<file path="config.mk">
export PLATFORM = sky130hd
export DESIGN_NAME = joy_scan_scheduler
export DESIGN_NICKNAME = d
export VERILOG_FILES = /design/src/rtl/joy_pkg.sv /design/src/rtl/joy_port_shift.sv /design/src/rtl/joy_scan_scheduler.sv
export SDC_FILE = /design/constraint.sdc
export NUM_CORES = 1
export LEC_CHECK = 0
export BUFFER_PORTS_ARGS = -buffer_cell sky130_fd_sc_hd__buf_2
export CAP_MARGIN = 5
export CORE_ASPECT_RATIO = 1.2
export CORE_MARGIN = 2
export CORE_UTILIZATION = 25
export DETAILED_ROUTE_END_ITERATION = 10
export PLACE_DENSITY = 0.46
export SLEW_MARGIN = 20
export SYNTH_ARGS = -nofsm -noshare
export SYNTH_HDL_FRONTEND = slang
export SYNTH_SLANG_ARGS = --single-unit
</file>
<file path="constraint.sdc">
create_clock -name clk -period 2.4 [get_ports clk]
set_clock_uncertainty 0.1 [all_clocks]
set_input_delay 0.36 -clock clk [delete_from_list [all_inputs] [get_ports clk]]
set_output_delay 0.36 -clock clk [all_outputs]
set_load 0.01 [all_outputs]
</file>
<file path="src/rtl/joy_pkg.sv">
// Shared types and constants for the dual-pad joystick scan scheduler.
// Button indices follow the serial shift order: B is shifted in first and lands at bit 0.
package joy_pkg;

  typedef enum logic [2:0] {
    ST_IDLE,
    ST_LATCH,
    ST_CLK_HIGH,
    ST_CLK_LOW,
    ST_PUBLISH
  } joy_state_t;

  typedef enum logic [3:0] {
    BTN_B      = 4'd0,
    BTN_Y      = 4'd1,
    BTN_SELECT = 4'd2,
    BTN_START  = 4'd3,
    BTN_UP     = 4'd4,
    BTN_DN     = 4'd5,
    BTN_LT     = 4'd6,
    BTN_RT     = 4'd7,
    BTN_A      = 4'd8,
    BTN_X      = 4'd9,
    BTN_L      = 4'd10,
    BTN_R      = 4'd11
  } joy_btn_t;

  localparam int SCAN_BITS = 17;

  // Auto-fire: X also drives A and Y also drives B while the phase bit is set.
  function automatic logic [11:0] turbo_mix(input logic [11:0] btn, input logic phase);
    turbo_mix        = btn;
    turbo_mix[BTN_A] = btn[BTN_A] | (btn[BTN_X] & phase);
    turbo_mix[BTN_B] = btn[BTN_B] | (btn[BTN_Y] & phase);
  endfunction

endpackage

</file>
<file path="src/rtl/joy_port_shift.sv">
// One pad port: 17-bit LSB-first capture of inverted serial data.
// Bits 11:0 are the buttons (1 = pressed); bit 16 is the presence sample.
module joy_port_shift
  import joy_pkg::*;
(
  input  logic        clk,
  input  logic        resetn,
  input  logic        i_sample,
  input  logic        i_joy_data,
  output logic [11:0] o_buttons,
  output logic        o_present
);

  logic [SCAN_BITS-1:0] r_shift;

  always_ff @(posedge clk or negedge resetn) begin
    if (!resetn) begin
      r_shift <= '0;
    end else if (i_sample) begin
      r_shift <= {~i_joy_data, r_shift[SCAN_BITS-1:1]};
    end
  end

  assign o_buttons = r_shift[11:0];
  // A pad pulls its 17th bit low, so the inverted capture reads 1 when present.
  assign o_present = r_shift[SCAN_BITS-1];

endmodule

</file>
<file path="src/rtl/joy_scan_scheduler.sv">
// Dual-pad serial scan scheduler: frame-sync or interval triggered, results published atomically.
// Optional macro JOY_TURBO_EN adds an auto-fire phase that toggles on every publish.
//
// state       | meaning
// ST_IDLE     | waiting for scan_req, pending request or interval expiry
// ST_LATCH    | joy_strb high for 2*T6 cycles
// ST_CLK_HIGH | joy_clk high for T6 cycles, samples on exit
// ST_CLK_LOW  | joy_clk low for T6 cycles, bit counter advances on exit
// ST_PUBLISH  | one cycle, copies shift data to the outputs
module joy_scan_scheduler
  import joy_pkg::*;
#(
  parameter int FREQ      = 21_500_000,
  parameter int PERIOD_MS = 16
) (
  input  logic        clk,
  input  logic        resetn,
  input  logic        scan_req,
  output logic        joy_strb,
  output logic        joy_clk,
  input  logic [1:0]  joy_data,
  output logic [11:0] buttons0,
  output logic [11:0] buttons1,
  output logic [1:0]  present,
  output logic        busy,
  output logic        scan_done
);

  localparam int T6       = FREQ / 1_000_000 * 6;
  localparam int INTERVAL = FREQ / 1000 * PERIOD_MS;
  localparam int TMR_W    = $clog2(2 * T6);
  localparam int INT_W    = $clog2(INTERVAL);

  localparam logic [TMR_W-1:0] TMR_LATCH = TMR_W'(2 * T6 - 1);
  localparam logic [TMR_W-1:0] TMR_BIT   = TMR_W'(T6 - 1);
  localparam logic [INT_W-1:0] INT_LAST  = INT_W'(INTERVAL - 1);
  localparam logic [4:0]       BIT_LAST  = 5'(SCAN_BITS - 1);

  joy_state_t       r_state, w_state_nxt;
  logic [TMR_W-1:0] r_tmr;
  logic [INT_W-1:0] r_int_cnt;
  logic [4:0]       r_bit_cnt;
  logic             r_pending;
  logic             r_scan_done;
  logic [11:0]      r_buttons0, r_buttons1;
  logic [1:0]       r_present;

  logic             w_tc, w_start, w_sample, w_latch_entry, w_publish;
  logic [11:0]      w_btn0, w_btn1, w_pub0, w_pub1;
  logic [1:0]       w_pres;

  assign w_tc          = (r_tmr == '0);
  assign w_start       = scan_req | r_pending | (r_int_cnt == INT_LAST);
  assign w_latch_entry = (r_state == ST_IDLE) && (w_state_nxt == ST_LATCH);
  assign w_publish     = (r_state == ST_PUBLISH);

  always_comb begin
    w_state_nxt = r_state;
    w_sample    = 1'b0;
    unique case (r_state)
      ST_IDLE:     if (w_start) w_state_nxt = ST_LATCH;
      ST_LATCH:    if (w_tc) w_state_nxt = ST_CLK_HIGH;
      ST_CLK_HIGH: begin
        if (w_tc) begin
          w_state_nxt = ST_CLK_LOW;
          w_sample    = 1'b1;
        end
      end
      ST_CLK_LOW:  if (w_tc) w_state_nxt = (r_bit_cnt == BIT_LAST) ? ST_PUBLISH : ST_CLK_HIGH;
      ST_PUBLISH:  w_state_nxt = ST_IDLE;
      default:     w_state_nxt = ST_IDLE;
    endcase
  end

  always_ff @(posedge clk or negedge resetn) begin
    if (!resetn) begin
      r_state   <= ST_IDLE;
      r_tmr     <= '0;
      r_bit_cnt <= '0;
    end else begin
      r_state <= w_state_nxt;
      if (w_state_nxt != r_state) begin
        r_tmr <= (w_state_nxt == ST_LATCH) ? TMR_LATCH : TMR_BIT;
      end else if (!w_tc) begin
        r_tmr <= r_tmr - 1'b1;
      end
      if (w_latch_entry) begin
        r_bit_cnt <= '0;
      end else if ((r_state == ST_CLK_LOW) && w_tc) begin
        r_bit_cnt <= r_bit_cnt + 1'b1;
      end
    end
  end

  // Interval holds at its terminal value so a long scan cannot wrap past expiry.
  always_ff @(posedge clk or negedge resetn) begin
    if (!resetn) begin
      r_int_cnt <= '0;
      r_pending <= 1'b0;
    end else begin
      if (w_latch_entry) begin
        r_int_cnt <= '0;
      end else if (r_int_cnt != INT_LAST) begin
        r_int_cnt <= r_int_cnt + 1'b1;
      end
      if (busy && scan_req) begin
        r_pending <= 1'b1;
      end else if (w_latch_entry) begin
        r_pending <= 1'b0;
      end
    end
  end

  joy_port_shift u_port0 (
    .clk       (clk),
    .resetn    (resetn),
    .i_sample  (w_sample),
    .i_joy_data(joy_data[0]),
    .o_buttons (w_btn0),
    .o_present (w_pres[0])
  );

  joy_port_shift u_port1 (
    .clk       (clk),
    .resetn    (resetn),
    .i_sample  (w_sample),
    .i_joy_data(joy_data[1]),
    .o_buttons (w_btn1),
    .o_present (w_pres[1])
  );

`ifdef JOY_TURBO_EN
  logic r_phase;

  always_ff @(posedge clk or negedge resetn) begin
    if (!resetn) begin
      r_phase <= 1'b0;
    end else if (w_publish) begin
      r_phase <= ~r_phase;
    end
  end

  // The publish that flips the phase already uses the new value.
  assign w_pub0 = turbo_mix(w_btn0, ~r_phase);
  assign w_pub1 = turbo_mix(w_btn1, ~r_phase);
`else
  assign w_pub0 = w_btn0;
  assign w_pub1 = w_btn1;
`endif

  always_ff @(posedge clk or negedge resetn) begin
    if (!resetn) begin
      r_buttons0  <= '0;
      r_buttons1  <= '0;
      r_present   <= '0;
      r_scan_done <= 1'b0;
    end else begin
      r_scan_done <= w_publish;
      if (w_publish) begin
        r_buttons0 <= w_pres[0] ? w_pub0 : 12'h000;
        r_buttons1 <= w_pres[1] ? w_pub1 : 12'h000;
        r_present  <= w_pres;
      end
    end
  end

  assign joy_strb  = (r_state == ST_LATCH);
  assign joy_clk   = (r_state != ST_CLK_LOW);
  assign busy      = (r_state != ST_IDLE);
  assign scan_done = r_scan_done;
  assign buttons0  = r_buttons0;
  assign buttons1  = r_buttons1;
  assign present   = r_present;

endmodule

</file>
==> impl_metrics.py <==
metrics = {
    "layout": {
        "antenna_cells": 0,
        "synthToLayoutAreaGrowth_pct": 19.8,
        "nNetsFinal": 437,
        "fin_area_mm2": 0.00517,
        "drive_gt1_share_pct": 26.1,
        "final_core_utilization_pct": 30.6,
        "final_cells": 649,
    },
    "critical_path": {
        "rrSetupSlack_ns": 0.19,
        "endpoint": "r_int_cnt[4]$_DFFE_PN0P_",
        "cp.arrival_ns": 2.36,
        "startpoint": "r_int_cnt[1]$_DFFE_PN0P_",
        "r2r-start": "r_int_cnt[1]$_DFFE_PN0P_",
        "rr_endpoint": "r_int_cnt[4]$_DFFE_PN0P_",
        "cp.required_ns": 2.55,
        "start_kind": "flop",
        "cp_max_fo": 7,
        "setup.worst_path.class": "reg2reg",
        "rr_worst_depth": 7,
        "critPathCaptureType": "flop",
    },
    "synth": {
        "synth-seq-cells": 97,
        "syn_area_per_cell_um2": 11.3,
        "ys_types": 43,
        "syn_area_mm2": 0.00432,
        "synth_top_flop_cell": "dfrtp_1",
        "async_flop_share_pct": 100,
        "yosys_warnings": 0,
        "ys_seq_area_share_pct": 56.2,
        "synth_edf_count": 0,
        "synth_nets": 390,
        "syn-instance-count": 381,
    },
    "sta": {
        "tightest_slew_ns": 0.622,
        "setup_tns_ns": 0,
        "hold_viol_final": 0,
        "setup_slack_ns": 0.189,
        "rsz0062_at_grt": "false",
        "setup_viol": 0,
        "slew_headroom_pct": 58.5,
        "fin_crit_sh_pct": 92.1,
        "max_freq_mhz": 452,
        "period_needed_ns": 2.21,
        "finalMaxSlewViolations": 0,
        "hold_ws_ns": 0.101,
    },
    "clock_network": {
        "cts_made_buffers": 9,
        "htree_levels": 3,
        "clockBufferDepth": 2,
        "ctsRootBufferMaster": "clkbuf_16",
        "clk_latency_ns": 0.35,
        "cts_tree": "built",
        "path_clk_slew_ns": 0.07,
        "cts_sinks": 97,
    },
    "power_and_ir_drop": {
        "p_sw_share_pct": 22.0,
        "finalPower_mw": 3.32,
        "seqPwrFrac_pct": 49.3,
        "power.leakage_nw": 2.49,
        "peakVddDrop_v": 0.000293,
        "clockPowerShare_pct": 49.5,
        "switchingPower_mw": 0.728,
        "intPower_mw": 2.59,
        "p_per_area_mw_per_mm2": 641,
        "pwr-share-comb_pct": 1.3,
    },
    "grt": {
        "antenna_found_initial": 0,
        "grt_first_pass_wirelength_um": 14900,
        "grt_overflow": 0,
        "grt_usage_pct": 10.5,
        "grt_start_max_net_pins": 37,
        "grt_pass1_vias": 3019,
    },
    "routing": {
        "drc": 0,
        "avgRoutedWirePerCell_um": 13.3,
        "vias": 2891,
        "ant_nets": 0,
        "detail_route.vias_per_cell": 4.45,
        "drtIter0Drc": 169,
        "drtPass1Iterations": 4,
        "wirelength_um": 8630,
    },
    "floorplanning": {
        "die_area_mm2": 0.0183,
        "die_h_um": 148,
        "num_rows": 52,
        "start_util_pct": 25.5,
        "die_w_um": 124,
        "core_area_mm2": 0.0169,
        "top_level_ports": 35,
    },
    "placed_design": {
        "dpl.hpwl_um": 5910,
        "place_inst": 632,
        "io_buffers": 34,
        "post-place-ws_ns": 0.0740,
        "placed_area_mm2": 0.00480,
        "place_congestion": 0.773,
    },
    "job": {
        "drv_cap": 0,
    },
    "worst_hold_path": {
        "hold_path.class": "in2reg",
    },
    "run_status": {
        "outcome": "finished clean",
    },
}
## cells by family (layout without fill, tap and decap cells)
group | Yosys count | after routing | synth area share, %
and+or+nand+nor | 153 | 153 | 17.5
muxes | 37 | 37 | 11.8
adders and majority gates | 4 | 4 | 1.16
xor gates and xnor gates | 18 | 18 | 3.65
AOI/OAI and AO/OA | 47 | 47 | 6.20
buffers and inverters | 25 | 77 | 3.42
DFF | 97 | 97 | 56.2
## flip-flops by register name, indices dropped and copies added (netlist names)
name	cells
buttons1	12
scan_done	1
r_state	3
u_port1.r_shift	17
r_int_cnt	19
buttons0	12
r_bit_cnt	5
r_tmr	8
u_port0.r_shift	17
present	2
r_pending	1
## worst min path at each step
stage,start,endpoint,slack [ns],cells after the start
3_3_place_gp,resetn,r_int_cnt[18]$_DFFE_PN0P_,0.25,1
3_5_place_dp,resetn,r_int_cnt[5]$_DFFE_PN0P_,0.25,1
4_1_cts,joy_data[0],u_port0.r_shift[16]$_DFFE_PN0P_,0.08,2
2_1_floorplan,resetn,buttons0[0]$_DFFE_PN0P_,-0.04,0
6_report,joy_data[1],u_port1.r_shift[16]$_DFFE_PN0P_,0.10,2
5_1_grt,joy_data[1],u_port1.r_shift[16]$_DFFE_PN0P_,0.12,2
## cell usage in the layout (no fill, tap or decap), types with 3 or more instances in the layout
master / instances
and3_1: 6
nand3_1: 10
nor3_1: 8
clkbuf_16: 9
xnor2_1: 8
nand3b_1: 3
mux2_2: 8
nor2_1: 32
o21ai_0: 32
or4_1: 4
buf_2: 33
dfrtp_1: 97
a21oi_1: 5
or3_1: 3
mux2_4: 26
xor2_1: 10
ha_1: 4
mux2i_1: 3
nor3b_1: 3
inv_1: 6
nand4_1: 7
buf_4: 19
nand2_1: 63
a31oi_1: 3
## synthesized netlist by cell type (all sizes together) (2+ instances only)
cell type  instances  area share, %
and3               6           0.87
nand2             63            5.5
nand4              7            1.0
nand3b             3           0.52
nor4b              2           0.41
dfrtp             97             56
or3                3           0.43
inv                6           0.52
o21ai             32            3.7
a21oi              6           0.96
clkbuf            11           0.96
nand3             11            1.4
nor4               2           0.64
nor3b              4           0.81
or4                5           0.87
a31oi              3           0.43
ha                 4            1.2
xor2              10            2.0
nor2              33            2.9
mux2              34             11
xnor2              8            1.6
mux2i              3           0.70
nor3               9            1.2
buf                8            1.9
## timing repair
action                                  4_1_cts  5_1_grt
hold buffers                                  1        0
gates resized for setup                       0        5
buffers inserted                              0        0
endpoints found under the setup margin        0       30
hold endpoints to repair                     32        0
## per-layer routing
metal	track usage, %	part of all wire (%)	wire (um)	up-vias
met5	0	0	0	-
met4	4.89	2.1	178	0
met3	2.66	3.4	297	12
met2	16.3	47	4070	32
met1	13.5	47	4080	1444
li1	-	-	-	1403
## power groups by stage
stage	Combinational, mW	Clock, mW	Sequential (mW)
after floorplan	0.0000169	0	1.67
after global placement	0.0422	0	1.67
after detailed placement	0.0439	0	1.67
after CTS	0.0453	1.70	1.63
after global routing	0.0507	1.77	1.63
final	0.0421	1.64	1.63
## layout make-up
| type | instances | area [um2] |
|---|---|---|
| multi-input cells | 259 | 1750 |
| flip-flops and latches | 97 | 2430 |
| well taps | 216 | 270 |
| repair buffers | 55 | 358 |
| fillers | 1780 | 11700 |
| inverters | 6 | 22.5 |
| clock inverters | 7 | 121 |
| clock buffers | 9 | 225 |
## critical path, stage by stage, from the launching register on
cell and delay, ns:
dfrtp_1 0.39, ha_1 0.21, and3_1 0.20, nand3_2 0.09, or4_4 0.58, buf_4 0.19
and3_1 0.17, a211oi_1 0.18
No activity file was read; power rests on OpenSTA's default activity.
